==> config.mk <==
export PLATFORM = sky130hd
export DESIGN_NAME = io_bank_bridge
export DESIGN_NICKNAME = d
export VERILOG_FILES = /design/src/rtl/io_bank_bridge.sv
export SDC_FILE = /design/constraint.sdc
export NUM_CORES = 1
export LEC_CHECK = 0
export CAP_MARGIN = 20
export CORE_AREA = 2 2 143 145
export DETAILED_ROUTE_END_ITERATION = 10
export DIE_AREA = 0 0 145 147
export PLACE_DENSITY_LB_ADDON = 0.2
export SLEW_MARGIN = 40
export SYNTH_ARGS = -nofsm -noshare
export SYNTH_HDL_FRONTEND = slang
export SYNTH_SLANG_ARGS = --single-unit
==> constraint.sdc <==
create_clock -name i_clk -period 2.25 [get_ports i_clk]
set_input_delay 0.5625 -clock i_clk [delete_from_list [all_inputs] [get_ports i_clk]]
set_output_delay 0.5625 -clock i_clk [all_outputs]
set_load 0.01 [all_outputs]
==> src/rtl/io_bank_bridge.sv <==
// io_bank_bridge: bridges the MCS I/O bus to NBANK peripheral banks. Each bank completes after a fixed latency or through a ready handshake.
// Optional feature: define IO_BANK_BRIDGE_TIMEOUT_EN to bound handshake waits at TIMEOUT cycles.
module io_bank_bridge #(
   parameter int          NBANK     = 8,
   parameter int          BANK_LSB  = 24,
   parameter int          FIXED_LAT = 1,
   parameter int          TIMEOUT   = 256,
   parameter logic [31:0] ERR_DATA  = 32'hDEAD_BEEF,
   localparam int         BSW       = (NBANK > 1) ? $clog2(NBANK) : 1
) (
   input  logic                i_clk,
   input  logic                i_rst,
   input  logic [31:0]         i_io_address,
   input  logic                i_io_addr_strobe,
   input  logic                i_io_read_strobe,
   input  logic                i_io_write_strobe,
   output logic [31:0]         o_io_read_data,
   output logic                o_io_ready,
   output logic [NBANK-1:0]    o_wr,
   output logic [NBANK-1:0]    o_rd,
   input  logic [32*NBANK-1:0] i_rdata,
   input  logic [NBANK-1:0]    i_bank_wait,
   input  logic [NBANK-1:0]    i_bank_rdy,
   input  logic                i_err_clr,
   output logic                o_err_to,
   output logic [BSW-1:0]      o_err_bank
);

   typedef enum logic [1:0] {S_IDLE, S_ACC, S_RESP} state_t;

`ifdef IO_BANK_BRIDGE_TIMEOUT_EN
   localparam int CNT_MAX = (TIMEOUT > FIXED_LAT) ? TIMEOUT : FIXED_LAT;
`else
   localparam int CNT_MAX = FIXED_LAT;
`endif
   localparam int            CW       = $clog2(CNT_MAX + 1);
   localparam logic [CW-1:0] LAT_LAST = CW'(FIXED_LAT - 1);

   state_t             r_state;
   state_t             w_next;
   logic [BSW-1:0]     r_bank;
   logic               r_write;
   logic [CW-1:0]      r_cnt;
   logic [31:0]        r_rdata;
   logic               r_err_to;
   logic [BSW-1:0]     r_err_bank;

   logic               w_start;
   logic [BSW-1:0]     w_in_bank;
   logic               w_in_range;
   logic [NBANK-1:0]   w_sel;
   logic               w_wait;
   logic               w_rdy;
   logic               w_done;
   logic               w_tmo;
   logic               w_set_err;
   logic [BSW-1:0]     w_err_bank;
   logic [31:0]        w_bank_data;
   logic               w_unused_addr;

   // Only the bank field of the address matters; the rest is folded away.
   assign w_unused_addr = ^i_io_address;

   assign w_start    = i_io_addr_strobe & (i_io_read_strobe | i_io_write_strobe);
   assign w_in_bank  = i_io_address[BANK_LSB +: BSW];
   assign w_in_range = ({1'b0, w_in_bank} < (BSW + 1)'(NBANK));

   // NOTE: every always_comb output gets a default first, so no path can infer a latch.
   always_comb begin
      w_sel       = '0;
      w_bank_data = '0;
      for (int b = 0; b < NBANK; b++) begin
         w_sel[b] = (r_bank == BSW'(b));
         if (r_bank == BSW'(b)) w_bank_data = i_rdata[32*b +: 32];
      end
   end

   assign w_wait = |(i_bank_wait & w_sel);
   assign w_rdy  = |(i_bank_rdy & w_sel);
   assign w_done = (r_state == S_ACC) & (w_wait ? w_rdy : (r_cnt == LAT_LAST));

`ifdef IO_BANK_BRIDGE_TIMEOUT_EN
   localparam logic [CW-1:0] TO_LAST = CW'(TIMEOUT - 1);
   // A ready arriving on the last allowed cycle still completes normally.
   assign w_tmo = (r_state == S_ACC) & w_wait & ~w_rdy & (r_cnt == TO_LAST);
`else
   assign w_tmo = 1'b0;
`endif

   assign w_set_err  = ((r_state == S_IDLE) & w_start & ~w_in_range) | w_tmo;
   assign w_err_bank = (r_state == S_IDLE) ? w_in_bank : r_bank;

   // NOTE: sequential state uses non-blocking assignments so every register sees pre-edge values.
   always_ff @(posedge i_clk) begin
      if (i_rst) r_state <= S_IDLE;
      else       r_state <= w_next;
   end

   always_comb begin
      w_next = r_state;
      case (r_state)
         S_IDLE:  if (w_start) w_next = w_in_range ? S_ACC : S_RESP;
         S_ACC:   if (w_done || w_tmo) w_next = S_RESP;
         S_RESP:  w_next = S_IDLE;
         default: w_next = S_IDLE;
      endcase
   end

   // The strobe is issued only in the first ACC cycle. The counter saturates, so it reads zero only there.
   always_comb begin
      o_io_ready     = 1'b0;
      o_io_read_data = '0;
      o_wr           = '0;
      o_rd           = '0;
      case (r_state)
         S_ACC: begin
            if (r_cnt == '0) begin
               if (r_write) o_wr = w_sel;
               else         o_rd = w_sel;
            end
         end
         S_RESP: begin
            o_io_ready = 1'b1;
            if (!r_write) o_io_read_data = r_rdata;
         end
         default: ;
      endcase
   end

   always_ff @(posedge i_clk) begin
      if (i_rst) begin
         r_bank     <= '0;
         r_write    <= 1'b0;
         r_cnt      <= '0;
         r_rdata    <= '0;
         r_err_to   <= 1'b0;
         r_err_bank <= '0;
      end else begin
         if (r_state == S_IDLE) begin
            r_cnt <= '0;
            if (w_start) begin
               r_bank  <= w_in_bank;
               r_write <= i_io_write_strobe;
               if (!w_in_range) r_rdata <= ERR_DATA;
            end
         end else if (r_state == S_ACC) begin
            if (r_cnt != '1) r_cnt <= r_cnt + 1'b1;
            if (w_done)     r_rdata <= w_bank_data;
            else if (w_tmo) r_rdata <= ERR_DATA;
         end
         // A new error outranks a simultaneous clear.
         if (w_set_err) begin
            r_err_to   <= 1'b1;
            r_err_bank <= w_err_bank;
         end else if (i_err_clr) begin
            r_err_to   <= 1'b0;
            r_err_bank <= '0;
         end
      end
   end

   assign o_err_to   = r_err_to;
   assign o_err_bank = r_err_bank;

endmodule

==> reports/results.tsv <==
stage	metric	value	unit
run_status	status	completed	
synthesis	Async SR Flop Fraction	0	%
grt	GRT met2 Usage	31.4	%
grt	met1 Usage GRT	21.6	%
cts	Max clock buf depth	2	
floorplanning	# IOs	363	
critical_path	CP Class	primary input to flip-flop	
cts	worst skew pair latency	0.29	ns
cells_and_area	final-layout fill cell count	2000	
run	Max-Cap Viols	0	
floorplanning	Die Ht	147	um
timing	highest clock rate	453	MHz
cts	Hold Buf Count CTS	0	
timing	worst slew pin tran	0.807	ns
synthesis	Cell Area, Synth	3950	sq um
synthesis	Ys Warns	0	
hold_path	worst hold path type	flip-flop to flip-flop	
cts	TritonCTS clock tree	built	
floorplanning	row count	52	
grt	antenna violations before repair	0	
cts	CTS root buffer	clkbuf_16	
cts	H-tree depth	2	
timing	post-route minimum period	2.21	ns
critical_path	CP Max Fanout	16	
synthesis	synthesized instance count	481	
power_and_ir_drop	Pwr Density	376	nW/um^2
timing	# setup viols final	0	
grt	most used routing layer	met2	
synthesis	Avg Synthesized Cell Area	8.20	sq um
timing	final hold vios	0	
timing	worst hold margin	0.474	ns
place	# port buffers	328	
cts	Clk pin slew, worst setup/hold paths	0.06	ns
timing	unrepaired setup endpoints after global routing	yes	
grt	vias in the first global route	5420	
cells_and_area	layout cells sized above 1	18.0	%
synthesis	Post-synth top flop	dfxtp_1	
grt	global-route wire length before repair	29.8	mm
place	Final Wtd Congestion	0.793	
critical_path	crit-path max cell delay	0.48	ns
power_and_ir_drop	Static Leak	3.08	nW
synthesis	synth unique cells	35	
critical_path	crit path cell chain	dlygate4sd2_1 -> mux4_2 -> mux2_4 -> o311ai_4 -> bufbuf_16 -> a22o_1	
synthesis	share of the synthesized area in the top cell type	19.8	%
grt	GRT Util Overall	17.7	%
routing	Final ANT Viol Nets	0	
cells_and_area	nets@finish	1108	
routing	drt first-iter violations	198	
floorplanning	Core Box Area	19800	sq um
routing	# DRC	0	
synthesis	register area share after synthesis	19.8	%
grt	gr ovfl total	0	
timing	max_slew headroom	46.2	%
routing	WL final	19.8	mm
critical_path	slowest CP cell	mux4_2	
critical_path	Crit. End Element	flip-flop	
synthesis	FF+latch count, synth	39	
routing	via density per instance	4.87	
place	Final HPWL DP	14.5	mm
cts	CTS sink count	39	
grt	largest net degree at the start of global routing	75	
timing	Slew Viols, Final	0	
critical_path	crit path DAT	2.45	ns
synthesis	number of synthesized flops with an enable pin	0	
routing	First-pass DRT Iterations	4	
synthesis	Yosys top cell by area	dfxtp_1	
synthesis	most common library cells after synthesis	a221oi_1, mux2_2, nor2_1	
critical_path	crit path launch type	primary input	
cells_and_area	# diodes	0	
floorplanning	die width	145	um
cts	CTS buffer count	5	
grt	Global Route met3 Usage	3.85	%
timing	worst clock skew	0.00290	ns
synthesis	top post-synthesis cells by area	dfxtp_1, mux2_2, a221oi_1	
floorplanning	Starting Density	19.9	%
timing	Tcrit/Tclk final	98.2	%
routing	via count	5210	
synthesis	most frequent cell after synthesis	a221oi_1	
floorplanning	area of the die	21300	sq um
cells_and_area	P&R area growth vs syn	102	%
routing	routed len/inst	18.5	um
power_and_ir_drop	worst vdd ir	0.000260	V
critical_path	Worst Path Required	2.49	ns
cells_and_area	Util after Layout	40.2	%
## sequential cells by signal, indices dropped and copies added (netlist names)
register / count
r_state: 2
r_write: 1
r_cnt: 1
r_rdata: 32
r_bank: 3
## cell type report
class                      instances  area [sq um]  share of cell area (%)
clock buffer                       7           153                    1.91
clock inverter                     1          7.51                  0.0941
inverter                           3          11.3                   0.141
multi-input combinational        383          3010                    37.7
sequential                        39           792                    9.93
tap                              270           338                    4.23
timing repair buffer             366          3670                    46.0
## metrics by stage
| step | cell area [sq um] | instances | worst slack [ns] | total power [W] | setup TNS, ns |
|---|---|---|---|---|---|
| 2_1_floorplan | 3960 | 484 | 0.0766 | 0.00142 | 0 |
| 3_5_place_dp | 7710 | 1051 | -0.405 | 0.00216 | -12.72 |
| 6_report | 7980 | 1069 | 0.0409 | 0.00300 | 0 |
| 4_1_cts | 8050 | 1069 | 0.00141 | 0.00305 | 0 |
| 5_1_grt | 7980 | 1069 | -0.0133 | 0.00318 | -0.0701 |
| 3_3_place_gp | 7650 | 1048 | -0.370 | 0.00212 | -11.64 |
## where the power goes
part | switching, W | leakage (nW) | total, W | internal, W
Combinational | 0.000555 | 2.68 | 0.00144 | 0.000889
Clock | 0.000294 | 0.0761 | 0.000765 | 0.000471
Sequential | 0.0000413 | 0.320 | 0.000792 | 0.000751
Total | 0.000890 | 3.08 | 0.00300 | 0.00211
## worst max-delay path, delay by kind of cell
family	cells	cell delay [ns]
mux	2	0.80
buf+inv	2	0.61
compound gates	2	0.47
## logic make-up (layout without fill, tap and decap cells)
logic type | count (synthesis) | after routing | synth area share (%)
DFF | 39 | 39 | 19.8
buffers and inverters | 62 | 377 | 6.66
AOI/OAI and AO/OA | 166 | 166 | 31.5
and+or+nand+nor | 139 | 139 | 19.8
other | 1 | 4 | 0.0951
muxes | 74 | 74 | 22.1
## path summary, 6_finish.rpt
kind | startpoint | endpoint | slack, ns | cells after the start
setup / recovery | i_bank_rdy[6] | r_rdata[11] | 0.04 | 6
hold / removal | r_rdata[19] | r_rdata[19] | 0.47 | 1
setup reg to reg | r_bank[1] | r_rdata[22] | 0.08 | 7
hold reg to reg | r_rdata[19] | r_rdata[19] | 0.47 | 1
## repair_timing
| action | CTS | global route |
|---|---|---|
| setup buffers | 6 | 0 |
| endpoints found under the setup margin | 78 | 35 |
| gates resized for setup | 90 | 40 |
| cloned | 5 | 0 |
| pin swaps | 4 | 0 |
## layout by cell type, fill, tap and decap left out, types with 5 or more instances in the layout
cell type / netlist / routed
clkbuf_2: 0 / 19
and2_1: 32 / 32
mux2_2: 54 / 53
a22o_1: 32 / 32
buf_4: 6 / 18
nand2b_1: 6 / 5
nor3b_1: 33 / 32
clkbuf_16: 0 / 5
dfxtp_1: 39 / 34
mux2_1: 9 / 9
clkdlybuf4s50_1: 0 / 264
nor2_1: 52 / 50
dlygate4sd2_1: 0 / 42
a221oi_1: 62 / 61
buf_16: 0 / 5
a21oi_1: 35 / 35
mux2i_1: 6 / 5
buf_12: 0 / 7
o22ai_1: 31 / 31
## layer usage
| metal | vias up | wire length, um |
|---|---|---|
| li1 | 2504 | - |
| met1 | 2461 | 8520 |
| met2 | 227 | 9630 |
| met3 | 18 | 1310 |
| met4 | 0 | 296 |
| met5 | - | 0 |
(Power assumes the default switching activity.)
